File: src/rtl/led_pwm_if.sv
// rtl/led_pwm_if.sv - pattern/brightness/blink settings in, LED drive out
interface led_pwm_if #(
  parameter int WIDTH    = 26,
  parameter int PWM_BITS = 8
);
  logic [WIDTH-1:0]    pattern;
  logic [PWM_BITS-1:0] duty;
  logic [WIDTH-1:0]    blink_en;
  logic [15:0]         blink_period;
  logic [WIDTH-1:0]    led;
  logic                pwm_frame;
  logic                blink_phase;

  modport slave (
    input  pattern, duty, blink_en, blink_period,
    output led, pwm_frame, blink_phase
  );

  modport master (
    output pattern, duty, blink_en, blink_period,
    input  led, pwm_frame, blink_phase
  );
endinterface

File: src/rtl/led_pwm_driver.sv
// rtl/led_pwm_driver.sv - LED brightness PWM and per-bit blink, settings latched at frame boundaries
module led_pwm_driver #(
  parameter int WIDTH    = 26,
  parameter int PRESCALE = 50,
  parameter int PWM_BITS = 8
) (
  input  logic       clk,
  input  logic       reset,
  led_pwm_if.slave   bus
);
  localparam int PRE_W = $clog2(PRESCALE);

  logic [PRE_W-1:0]    pre_q, pre_d;
  logic [PWM_BITS-1:0] pwm_cnt_q, pwm_cnt_d;
  logic [15:0]         bcnt_q, bcnt_d;
  logic [WIDTH-1:0]    act_pattern_q, act_pattern_d;
  logic [PWM_BITS-1:0] act_duty_q, act_duty_d;
  logic [WIDTH-1:0]    act_blink_q, act_blink_d;
  logic [15:0]         act_period_q, act_period_d;
  logic                load_pending_q, load_pending_d;
  logic [WIDTH-1:0]    led_q, led_d;
  logic                pwm_frame_q, pwm_frame_d;
  logic                blink_phase_q, blink_phase_d;

  logic        tick;
  logic        fb;
  logic [15:0] period_eff;

  always_comb begin
    tick       = (pre_q == PRE_W'(PRESCALE - 1));
    fb         = tick && (pwm_cnt_q == '1);
    period_eff = (act_period_q == 16'd0) ? 16'd1 : act_period_q;

    pre_d          = tick ? '0 : pre_q + 1'b1;
    pwm_cnt_d      = pwm_cnt_q;
    bcnt_d         = bcnt_q;
    blink_phase_d  = blink_phase_q;
    act_pattern_d  = act_pattern_q;
    act_duty_d     = act_duty_q;
    act_blink_d    = act_blink_q;
    act_period_d   = act_period_q;
    load_pending_d = 1'b0;

    if (tick) begin
      pwm_cnt_d = pwm_cnt_q + 1'b1;
    end

    // Wrap check sees the period active during the frame just ending
    if (fb) begin
      if (bcnt_q == period_eff - 16'd1) begin
        bcnt_d        = '0;
        blink_phase_d = ~blink_phase_q;
      end else begin
        bcnt_d = bcnt_q + 16'd1;
      end
    end

    if (fb || load_pending_q) begin
      act_pattern_d = bus.pattern;
      act_duty_d    = bus.duty;
      act_blink_d   = bus.blink_en;
      act_period_d  = bus.blink_period;
    end

    led_d       = act_pattern_q & {WIDTH{pwm_cnt_q < act_duty_q}}
                & ~(act_blink_q & {WIDTH{blink_phase_q}});
    pwm_frame_d = fb;
  end

  always_ff @(posedge clk) begin
    if (reset) begin
      pre_q          <= '0;
      pwm_cnt_q      <= '0;
      bcnt_q         <= '0;
      act_pattern_q  <= '0;
      act_duty_q     <= '0;
      act_blink_q    <= '0;
      act_period_q   <= '0;
      load_pending_q <= 1'b1;
      led_q          <= '0;
      pwm_frame_q    <= 1'b0;
      blink_phase_q  <= 1'b0;
    end else begin
      pre_q          <= pre_d;
      pwm_cnt_q      <= pwm_cnt_d;
      bcnt_q         <= bcnt_d;
      act_pattern_q  <= act_pattern_d;
      act_duty_q     <= act_duty_d;
      act_blink_q    <= act_blink_d;
      act_period_q   <= act_period_d;
      load_pending_q <= load_pending_d;
      led_q          <= led_d;
      pwm_frame_q    <= pwm_frame_d;
      blink_phase_q  <= blink_phase_d;
    end
  end

  assign bus.led         = led_q;
  assign bus.pwm_frame   = pwm_frame_q;
  assign bus.blink_phase = blink_phase_q;
endmodule

File: src/flat_wrapper.sv
// flat-port wrapper written by rule: the top's interface ports become plain ports
module led_pwm_driver_flat 
#(
  parameter int WIDTH    = 26,
  parameter int PRESCALE = 50,
  parameter int PWM_BITS = 8
)
  (clk, reset, bus_pattern, bus_duty, bus_blink_en, bus_blink_period, bus_led, bus_pwm_frame, bus_blink_phase);
  led_pwm_if #(.WIDTH(WIDTH), .PWM_BITS(PWM_BITS)) bus_i ();
  input  logic clk;
  input  logic reset;
  input wire logic [$bits(bus_i.pattern)-1:0] bus_pattern;
  input wire logic [$bits(bus_i.duty)-1:0] bus_duty;
  input wire logic [$bits(bus_i.blink_en)-1:0] bus_blink_en;
  input wire logic [$bits(bus_i.blink_period)-1:0] bus_blink_period;
  output wire logic [$bits(bus_i.led)-1:0] bus_led;
  output wire logic [$bits(bus_i.pwm_frame)-1:0] bus_pwm_frame;
  output wire logic [$bits(bus_i.blink_phase)-1:0] bus_blink_phase;
  assign bus_i.pattern = bus_pattern;
  assign bus_i.duty = bus_duty;
  assign bus_i.blink_en = bus_blink_en;
  assign bus_i.blink_period = bus_blink_period;
  assign bus_led = bus_i.led;
  assign bus_pwm_frame = bus_i.pwm_frame;
  assign bus_blink_phase = bus_i.blink_phase;
  led_pwm_driver #(.WIDTH(WIDTH), .PRESCALE(PRESCALE), .PWM_BITS(PWM_BITS)) u_core (.clk(clk), .reset(reset), .bus(bus_i));
endmodule
File: config.mk
export PLATFORM = sky130hd
export DESIGN_NAME = led_pwm_driver_flat
export DESIGN_NICKNAME = d
export VERILOG_FILES = /design/src/rtl/led_pwm_if.sv /design/src/rtl/led_pwm_driver.sv /design/src/flat_wrapper.sv
export SDC_FILE = /design/constraint.sdc
export NUM_CORES = 1
export LEC_CHECK = 0
export ABC_AREA = 1
export CAP_MARGIN = 40
export CORE_AREA = 4 4 130 107
export DETAILED_ROUTE_END_ITERATION = 16
export DIE_AREA = 0 0 134 111
export PLACE_DENSITY = 0.73
export SLEW_MARGIN = 20
export SYNTH_ARGS = -nofsm -noshare
export SYNTH_HDL_FRONTEND = slang
export SYNTH_SLANG_ARGS = --single-unit
File: constraint.sdc
create_clock -name clk -period 2.4 [get_ports clk]
set_input_delay 0.72 -clock clk [delete_from_list [all_inputs] [get_ports clk]]
set_output_delay 0.72 -clock clk [all_outputs]
set_load 0.1 [all_outputs]
Yosys cells after proc, flatten, opt, wreduce, memory -nomap -nowiden
Index checks and enable logic that the tools add are counted.
{"block": "totals", "reg_bits": 135, "output_inout_bits": 28}
{"block": "classes", "add_sub_neg": 4, "n_lt_le_gt_ge": 1, "n_eq_ne": 3, "muxes": 3, "bitwise_logic": 5, "reduce_logical": 5}
{"operator": "26-bit AND", "count": 3}
{"operator": "16-bit two-way mux", "count": 2}
{"operator": "26-bit NOT", "count": 1}
{"operator": "16-bit by 1-bit adder with 16-bit output, second input constant", "count": 1}
{"operator": "16-bit equality test", "count": 1}
{"operator": "16-bit logical NOT", "count": 1}
{"operator": "16-bit by 1-bit subtractor with 16-bit output, second input constant", "count": 1}
{"operator": "8-bit by 1-bit adder with 8-bit output, second input constant", "count": 1}
{"operator": "8-bit equality test, second input constant", "count": 1}
{"operator": "8-bit less-than comparator", "count": 1}
{"operator": "6-bit by 1-bit adder with 6-bit output, second input constant", "count": 1}
{"operator": "6-bit equality test, second input constant", "count": 1}
{"operator": "2-bit AND reduction", "count": 1}
{"operator": "2-bit OR reduction", "count": 1}
{"operator": "1-bit logical AND", "count": 1}
{"operator": "1-bit logical OR", "count": 1}
{"operator": "1-bit two-way mux", "count": 1}
{"operator": "1-bit NOT", "count": 1}

Longest topological paths before layout
Gate-level depths: netlist (run 1).
{"block": "logic_depth", "word_depth": 5, "depth_mapped": 22}

Worst setup path before layout (run 1)
No wires, ideal clock.
{"block": "synth_path", "path_kind": "reg2reg", "startpoint": "register u_core.act_period_q[0]", "endpoint": "register u_core.bcnt_q[9]", "setup_time_ns": 0.110, "t_arrival_ns": 2.246, "slack_ns": 0.044, "path_stages_with_launch": 20, "n_path_buf": 0, "period_less_slack_ns": 2.356, "path_cell_list": "dfxtp_1 > nor2_1 > nand2_1 > nor2_2 > nand2_4 > nand2_1 > inv_1 > ha_1 > nand2_2 > inv_2 > nand2_1 > xor3_1 > nor2_1 > nand3_2 > nor2_4 > nand3_4 > nand2_4 > inv_2 > nand2_1 > inv_1"}
{"block": "synth_between", "elab_chain_len": 5}
{"element": "start, declared", "line": "led_pwm_driver.sv:19", "text": "logic [15:0] act_period_q, act_period_d;"}
{"element": "start signal, assigned", "line": "led_pwm_driver.sv:90", "text": "act_period_q <= act_period_d;"}
{"element": "16-bit logical NOT", "line": "led_pwm_driver.sv:32", "text": "period_eff = (act_period_q == 16'd0) ? 16'd1 : act_period_q;"}
{"element": "16-bit two-way mux (*)", "line": "led_pwm_driver.sv:32"}
{"element": "16-bit by 1-bit subtractor with 16-bit output (*)", "line": "led_pwm_driver.sv:50", "text": "if (bcnt_q == period_eff - 16'd1) begin"}
{"element": "16-bit equality test (*)", "line": "led_pwm_driver.sv:50"}
{"element": "16-bit two-way mux (*)", "line": "led_pwm_driver.sv:50"}
{"element": "end signal, assigned", "line": "led_pwm_driver.sv:86", "text": "bcnt_q <= bcnt_d;"}
{"element": "end, declared", "line": "led_pwm_driver.sv:15", "text": "logic [15:0] bcnt_q, bcnt_d;"}
Every way passes the cells marked *; elsewhere a longest branch is shown, timed or not.
A chain may end at the register's enable or synchronous reset.

Worst setup path in the final report (run 1)
{"block": "layout_path", "startpoint": "register u_core.act_period_q[9]", "endpoint": "register u_core.bcnt_q[10]"}
The elaborated chain is that of the path after synthesis.

==> summary.md, run 1 <==
| Metric | Value |
|---|---|
| Status | `complete, no violations` |
| Critical path arrival | `approximately 2600 ps` |
| Initial Util | `0.459` |
| Num rows | `37` |
| Leading area contributor after synthesis | `dfxtp_1` |
| Least-Margin Pin Slew | `711 ps` |
| Count leader, synth | `nor2_1` |
| Area contributors post-synth | `dfxtp_1, nor2_1, o21ai_0` |
| Synth top cells by count | `nor2_1, dfxtp_1, nand2_1` |
| Core box area | `12600 µm²` |
| CP Depth | `17` |
| Clk_skew | `about 8.5 ps` |
| Register area share after synthesis | `0.466` |
| Most frequent CP cell | `nor2_4` |
| Yosys cell types | `34` |
| TritonCTS clock tree | `built` |
| Hpwl dp | `around 9700 µm` |
| Drt pass-1 iters | `4` |
| Layout Nets | `approximately 970` |
| Worst-path clk slew | `around 60 ps` |
| Unrepaired setup endpoints after global routing | `yes` |
| Crit start category | `register` |
| Max stage delay on crit path | `~330 ps` |
| Placer Congestion | `0.859` |
| Combinational power share | `0.146` |
| Synth warn | `0` |
| Total Power | `roughly 5.8 mW` |
| Residual DRC | `0` |
| Seq pwr share | `0.418` |
| Total negative slack | `0 ps` |
| Vias in the first global route | `~4.8k` |
| Hold_sp | `u_core.act_blink_q[18]$_SDFFE_PP0P_` |
| Die ar. | `about 15000 µm²` |
| PortBufs | `roughly 110` |
| Hold_buf cts | `0` |
| Remaining antenna violation count | `0` |
| Sw Ratio | `0.268` |
| Filler instances | `around 1.1k` |
| Slew margin rel. | `0.525` |
| Maximum clock rate | `roughly 430 MHz` |
| Post-synth EDFFs | `0` |
| Period Utilization, post-route | `0.963` |
| Post-Syn Area | `a little under 6000 µm²` |
| Switch Pwr | `~1.6 mW` |
| Mapped Nets | `between 800 and 900` |
| Max Cap Violations | `0` |
| #FFs+latches synth | `~140` |
| Via density per instance | `about 4.9` |
| Top cell type's share of synthesized area | `0.466` |
| Synth-to-layout area growth | `36.4%` |
| Placed Area | `a little over 7000 µm²` |
| Critical Path Fanout Max | `6` |
| WP data required | `2690 ps` |
| Min-Delay Path Class | `register to register` |
| Setup Viol. Count Final | `0` |
| Fin area | `7920 µm²` |
| Metal2 WL | `6590 µm` |
| Asr flop ratio synth | `0` |
| Leak | `about 3.4 nW` |
| Met3 Wirelength | `763 µm` |
| Post-Route WL | `about 14000 µm` |
| R2R Path End | `u_core.bcnt_q[10]$_SDFFE_PP0P_` |
| Largest net degree at the start of global routing | `60` |
| Clk sink count | `~140` |
| Slew Viols, Final | `0` |
| GR Overflow Total | `0` |
| Final worst setup slack | `between 80 and 90 ps` |
| First-pass GRT wire length | `approximately 23000 µm` |
| VDD IR-drop max | `0.530 mV` |
| Synth Flop Type | `dfxtp_1` |
| R2r setup slk | `between 80 and 90 ps` |
| Critical path class | `register to register` |
| Syn Inst Count | `750` |
| Final Hold Violating Endpoints | `0` |
| Skew-Pair Late Insertion Delay | `roughly 400 ps` |
| Worst Setup EP | `u_core.bcnt_q[10]$_SDFFE_PP0P_` |
| Average size of a mapped cell | `7.74 µm²` |
| Max layer used | `met4` |
| Routed len/inst | `13.3 µm` |
| Cells on worst reg2reg path | `17` |
| Critical path origin | `u_core.act_period_q[9]$_SDFFE_PP0P_` |
| Clock Path Buffers | `2` |
| Critical path buffers and inverters | `2` |
| IO Pins | `106` |
| CP top delay family | `simple AND/OR/NAND/NOR gates` |
| H-tree depth | `4` |
| Pint | `about 4.2 mW` |
| Clock Power Share | `0.436` |
| Post-Place Setup Slack | `-30.5 ps` |
| Cell Pwr Density | `about 730 nW/µm²` |
| Initial antenna violation count | `0` |
| Diode count | `0` |
| Die width | `134 µm` |
| Critical-path cell list | `nor2_4, nand2_2, nor2_4, nand2_4, nand2_2, inv_2, ha_4, xnor2_1, xor2_1, o21ai_0, nor2_1, nand3_1, nor2_4, nand3_4, nand2_4, buf_12, nor2_2` |
| Via count | `5259` |
| Post-layout min period | `2310 ps` |
| Total GRT Usage | `0.186` |
| Starting DRT DRC Count | `between 300 and 400` |
| Share of cells above drive strength 1 | `0.185` |
| Slowest cell on crit path | `dfxtp_2` |
| CTS Buf Count | `17` |
| Die Height | `between 100 and 150 µm` |
| R2r startpoint | `u_core.act_period_q[9]$_SDFFE_PP0P_` |
| Root Driver | `clkbuf_16` |
| Worst Setup End Kind | `register` |
| M1 WL | `6790 µm` |
-- worst min path at each step --
| stage | end | slack, ps | cells past startpoint |
|---|---|---|---|
| 3_5_place_dp | u_core.bus.led[3]$_SDFF_PP0_ | 420 | 1 |
| 5_1_grt | u_core.bus.led[25]$_SDFF_PP0_ | 440 | 1 |
| 6_report | u_core.bus.led[18]$_SDFF_PP0_ | 430 | 1 |
| 3_3_place_gp | u_core.bus.led[25]$_SDFF_PP0_ | 420 | 1 |
| 2_1_floorplan | u_core.bus.led[14]$_SDFF_PP0_ | 410 | 1 |
| 4_1_cts | u_core.bus.led[24]$_SDFF_PP0_ | 430 | 1 |
-- power by group through the flow --
stage,registers (mW),logic [mW],clock network (mW)
2_1_floorplan,2.62,0.342,0
3_3_place_gp,2.46,0.801,0
3_5_place_dp,2.46,0.809,0
4_1_cts,2.42,0.818,2.57
5_1_grt,2.43,0.920,2.69
6_report,2.42,0.843,2.52
-- registers in the layout, indices dropped and copies added, names as in the netlist --
| register | count |
|---|---|
| u_core.act_blink_q | 26 |
| u_core.act_pattern_q | 26 |
| u_core.bus.led | 26 |
| u_core.act_period_q | 16 |
| u_core.bcnt_q | 16 |
| u_core.act_duty_q | 8 |
| u_core.pwm_cnt_q | 8 |
| u_core.pre_q | 6 |
| u_core.bus.blink_phase | 1 |
| u_core.bus.pwm_frame | 1 |
| u_core.load_pending_q | 1 |
-- metal layers --
metal / GRT usage / vias to the layer above
met1: 0.251 / 2405
met2: 0.297 / 130
met5: 0 / -
li1: - / 2711
met3: 0.0458 / 13
met4: 0.0493 / 0
-- cell usage in the layout, fill, tap and decap left out, types with 4 or more instances in the layout --
master,netlist,routed
clkinv_4,0,6
clkbuf_16,0,17
nor2_2,7,14
buf_4,0,63
inv_1,66,62
dfxtp_2,0,8
clkdlybuf4s50_1,0,77
a211oi_1,26,26
nor3_1,10,10
xnor2_1,7,7
nand3_1,21,21
ha_1,12,11
xor2_1,14,14
o21ai_0,89,89
a21oi_1,32,32
nand4_1,13,13
nand2_1,94,88
nor2_1,152,141
inv_2,4,7
nor2_4,6,11
nand2_2,5,10
nand2_4,3,4
buf_12,0,5
dfxtp_1,135,127
-- worst reg2reg max path: cells and delay by family (launching register included) --
kind            cells  cell delay (ps)
buf+inv             2              160
xor+xnor            2              310
compound gates      1              100
flops               1              330
simple gates       11             1140
fa+ha+maj           1              170
-- cell families (layout without fill, tap and decap cells) --
family                     Yosys count  in the layout  share of synthesized area
AOI/OAI and AO/OA                  157            157                      0.150
xor gates and xnor gates            22             22                     0.0358
adders and majority gates           12             12                     0.0259
buffers and inverters              104            246                     0.0681
DFF                                135            135                      0.466
and+or+nand+nor                    320            321                      0.254
-- cell type report --
class	count	area [µm²]	share of cell area
Sequential cell	135	2710	0.343
Timing Repair Buffer	145	1340	0.170
Inverter	70	265	0.0335
Tap cell	175	219	0.0277
Clock inverter	14	153	0.0193
Multi-Input combinational cell	512	2800	0.353
Clock buffer	17	425	0.0537
-- metrics by stage --
| step | std cells | hold WS [ps] | util |
|---|---|---|---|
| after floorplan | 750 | 412 | - |
| after global placement | 1027 | 418 | 0.567 |
| after detailed placement | 1027 | 423 | 0.567 |
| after CTS | 1059 | 429 | 0.614 |
| after global routing | 1068 | 442 | 0.626 |
| final | 1068 | 427 | 0.626 |
-- repair_timing --
action                     in CTS  in global routing
cloned                          0                  1
gates resized for setup         5                 29
pin swaps                       6                 22
setup buffers                   1                  8
setup endpoints to repair       7                 42
(Power assumes the default switching activity.)
==> run 2, diff against run 1 <==
--- a/config.mk
+++ b/config.mk
@@ -11,6 +11,7 @@
 export DETAILED_ROUTE_END_ITERATION = 16
 export DIE_AREA = 0 0 134 111
 export PLACE_DENSITY = 0.73
+export SETUP_SLACK_MARGIN = 0.1
 export SLEW_MARGIN = 20
 export SYNTH_ARGS = -nofsm -noshare
 export SYNTH_HDL_FRONTEND = slang
==> run 2 against run 1 <==
Die area unchanged. First-iteration DRC count up 14%. Wire length up 3.0%. Worst setup slack worse by 36 ps. Clock power up 17%. Highest routed layer is now met5. Core utilization up 1.4 points.
==> summary.md, run 2 (same netlist as run 1, synthesis figures left out) <==
| Metric | Value |
|---|---|
| Status | `complete, no violations` |
| Period Utilization, post-route | `0.978` |
| Unrepaired setup endpoints after global routing | `yes` |
| Num rows | `37` |
| Slowest cell on crit path | `dfxtp_4` |
| Via density per instance | `4.85` |
| Initial antenna violation count | `1` |
| Cell Pwr Density | `770 nW/µm²` |
| Via count | `around 5.2k` |
| Combinational power share | `0.137` |
| Hold_buf cts | `0` |
| Least-Margin Pin Slew | `543 ps` |
| CTS Buf Count | `17` |
| Seq pwr share | `0.389` |
| Placer Congestion | `0.888` |
| Remaining antenna violation count | `0` |
| Die ar. | `roughly 15000 µm²` |
| Worst Setup End Kind | `register` |
| Share of cells above drive strength 1 | `0.199` |
| Clk sink count | `135` |
| IO Pins | `~110` |
| VDD IR-drop max | `0.492 mV` |
| Initial Util | `0.459` |
| Die Height | `approximately 110 µm` |
| PortBufs | `roughly 110` |
| Vias in the first global route | `4865` |
| Total GRT Usage | `0.195` |
| Residual DRC | `0` |
| Slew margin rel. | `0.637` |
| Critical path arrival | `between 2000 and 3000 ps` |
| Maximum clock rate | `426 MHz` |
| TritonCTS clock tree | `built` |
| Clk_skew | `6.77 ps` |
| Slew Viols, Final | `0` |
| Layout Nets | `just under 1k` |
| Most common cell after layout, fill and taps aside | `nor2_1` |
| Starting DRT DRC Count | `around 360` |
| Max Cap Violations | `0` |
| Post-layout min period | `2350 ps` |
| Diode count | `0` |
| Total Power | `a little over 6 mW` |
| Core box area | `around 13000 µm²` |
| Drt pass-1 iters | `5` |
| Switch Pwr | `1.57 mW` |
| H-tree depth | `4` |
| Final Hold Violating Endpoints | `0` |
| Filler instances | `1038` |
| Max stage delay on crit path | `roughly 350 ps` |
| Clock Path Buffers | `2` |
| Pint | `about 4.7 mW` |
| GR Overflow Total | `0` |
| WP data required | `2750 ps` |
| Critical path class | `register to register` |
| Hpwl dp | `10100 µm` |
| R2r startpoint | `u_core.act_period_q[10]$_SDFFE_PP0P_` |
| CP top delay family | `simple AND/OR/NAND/NOR gates` |
| Hold_sp | `u_core.act_blink_q[11]$_SDFFE_PP0P_` |
| Min-Delay Path Class | `register to register` |
| Die width | `roughly 130 µm` |
| Critical path origin | `u_core.act_period_q[10]$_SDFFE_PP0P_` |
| Placed Area | `7140 µm²` |
| Fin area | `8100 µm²` |
| Synth-to-layout area growth | `39.5%` |
| First-pass GRT wire length | `around 24000 µm` |
| Critical Path Fanout Max | `6` |
| Root Driver | `clkbuf_16` |
| Routed len/inst | `13.7 µm` |
| Setup Viol. Count Final | `0` |
| Commonest non-fill, non-tap cells in the layout | `nor2_1, dfxtp_1, o21ai_0` |
| Critical-path cell list | `nor2_4, nand2_2, nor2_4, nand2_4, nand2_2, inv_2, ha_4, nand2_4, inv_4, nand2_2, xor3_1, nor2_2, nand3_2, nor2_4, nand3_4, buf_12, nand2_1, nand2_1, nor2_1` |
| Crit start category | `register` |
| Clock Power Share | `0.475` |
| Worst-path clk slew | `60 ps` |
| Sw Ratio | `0.252` |
| Critical path buffers and inverters | `3` |
| Leak | `about 3.5 nW` |
| Largest net degree at the start of global routing | `41` |
| Skew-Pair Late Insertion Delay | `about 400 ps` |
| Post-Route WL | `about 15000 µm` |
run 2: per-layer routing:
| metal | track usage | up-vias | part of all wire |
|---|---|---|---|
| met5 | 0 | - | 0.00055 |
| met4 | 0.0685 | 2 | 0.016 |
| met3 | 0.0572 | 21 | 0.056 |
| met2 | 0.314 | 113 | 0.47 |
| met1 | 0.251 | 2341 | 0.46 |
| li1 | - | 2725 | - |
run 2: power groups by stage:
stage / Clock, mW / Sequential, mW / Combinational (mW)
2_1_floorplan: 0 / 2.62 / 0.346
3_3_place_gp: 0 / 2.46 / 0.793
3_5_place_dp: 0 / 2.47 / 0.802
4_1_cts: 3.00 / 2.42 / 0.827
5_1_grt: 3.12 / 2.43 / 0.931
6_report: 2.96 / 2.42 / 0.853
run 2: final cells by class:
type | count | area [µm²] | share of cell area
clock buffers | 18 | 429 | 0.0530
inverters | 70 | 270 | 0.0334
multi-input cells | 511 | 2820 | 0.348
well taps | 175 | 219 | 0.0270
repair buffers | 150 | 1380 | 0.171
flip-flops and latches | 135 | 2730 | 0.337
clock inverters | 14 | 246 | 0.0304
run 2: worst reg2reg max path, stage by stage, from the launching register on:
cell and delay [ps]:
dfxtp_4 350, nor2_4 120, nand2_2 80, nor2_4 130
nand2_4 60, nand2_2 70, inv_2 40, ha_4 170
nand2_4 110, inv_4 50, nand2_2 50, xor3_1 240
nor2_2 140, nand3_2 100, nor2_4 140, nand3_4 120
buf_12 160, nand2_1 50, nand2_1 50, nor2_1 80
run 2: repair_timing:
| item | 4_1_cts | 5_1_grt |
|---|---|---|
| endpoints found under the setup margin | 17 | 17 |
| resized for setup | 17 | 34 |
| cloned | 0 | 0 |
| setup buffers | 6 | 11 |
| pin swaps | 15 | 12 |
run 2: stage by stage:
stage | TNS, ps | cells | util | worst slack (ps) | hold WS (ps)
final | 0 | 1073 | 0.641 | 53.2 | 432
after global routing | -1630 | 1073 | 0.641 | -151 | 446
after detailed placement | -242 | 1024 | 0.565 | -51.8 | 427
after floorplan | 0 | 750 | - | 101 | 412
after CTS | 0 | 1062 | 0.626 | 104 | 435
after global placement | 0 | 1024 | 0.565 | 39.9 | 420
run 2: final timing paths:
| path | depth (start not counted) | end | slack [ps] |
|---|---|---|---|
| worst max-delay path | 19 | u_core.bus.blink_phase$_SDFFE_PP0P_ | 50 |
| worst min-delay path | 1 | u_core.bus.led[11]$_SDFF_PP0_ | 430 |
| worst max register to register | 19 | u_core.bus.blink_phase$_SDFFE_PP0P_ | 50 |
| worst min register to register | 1 | u_core.bus.led[11]$_SDFF_PP0_ | 430 |
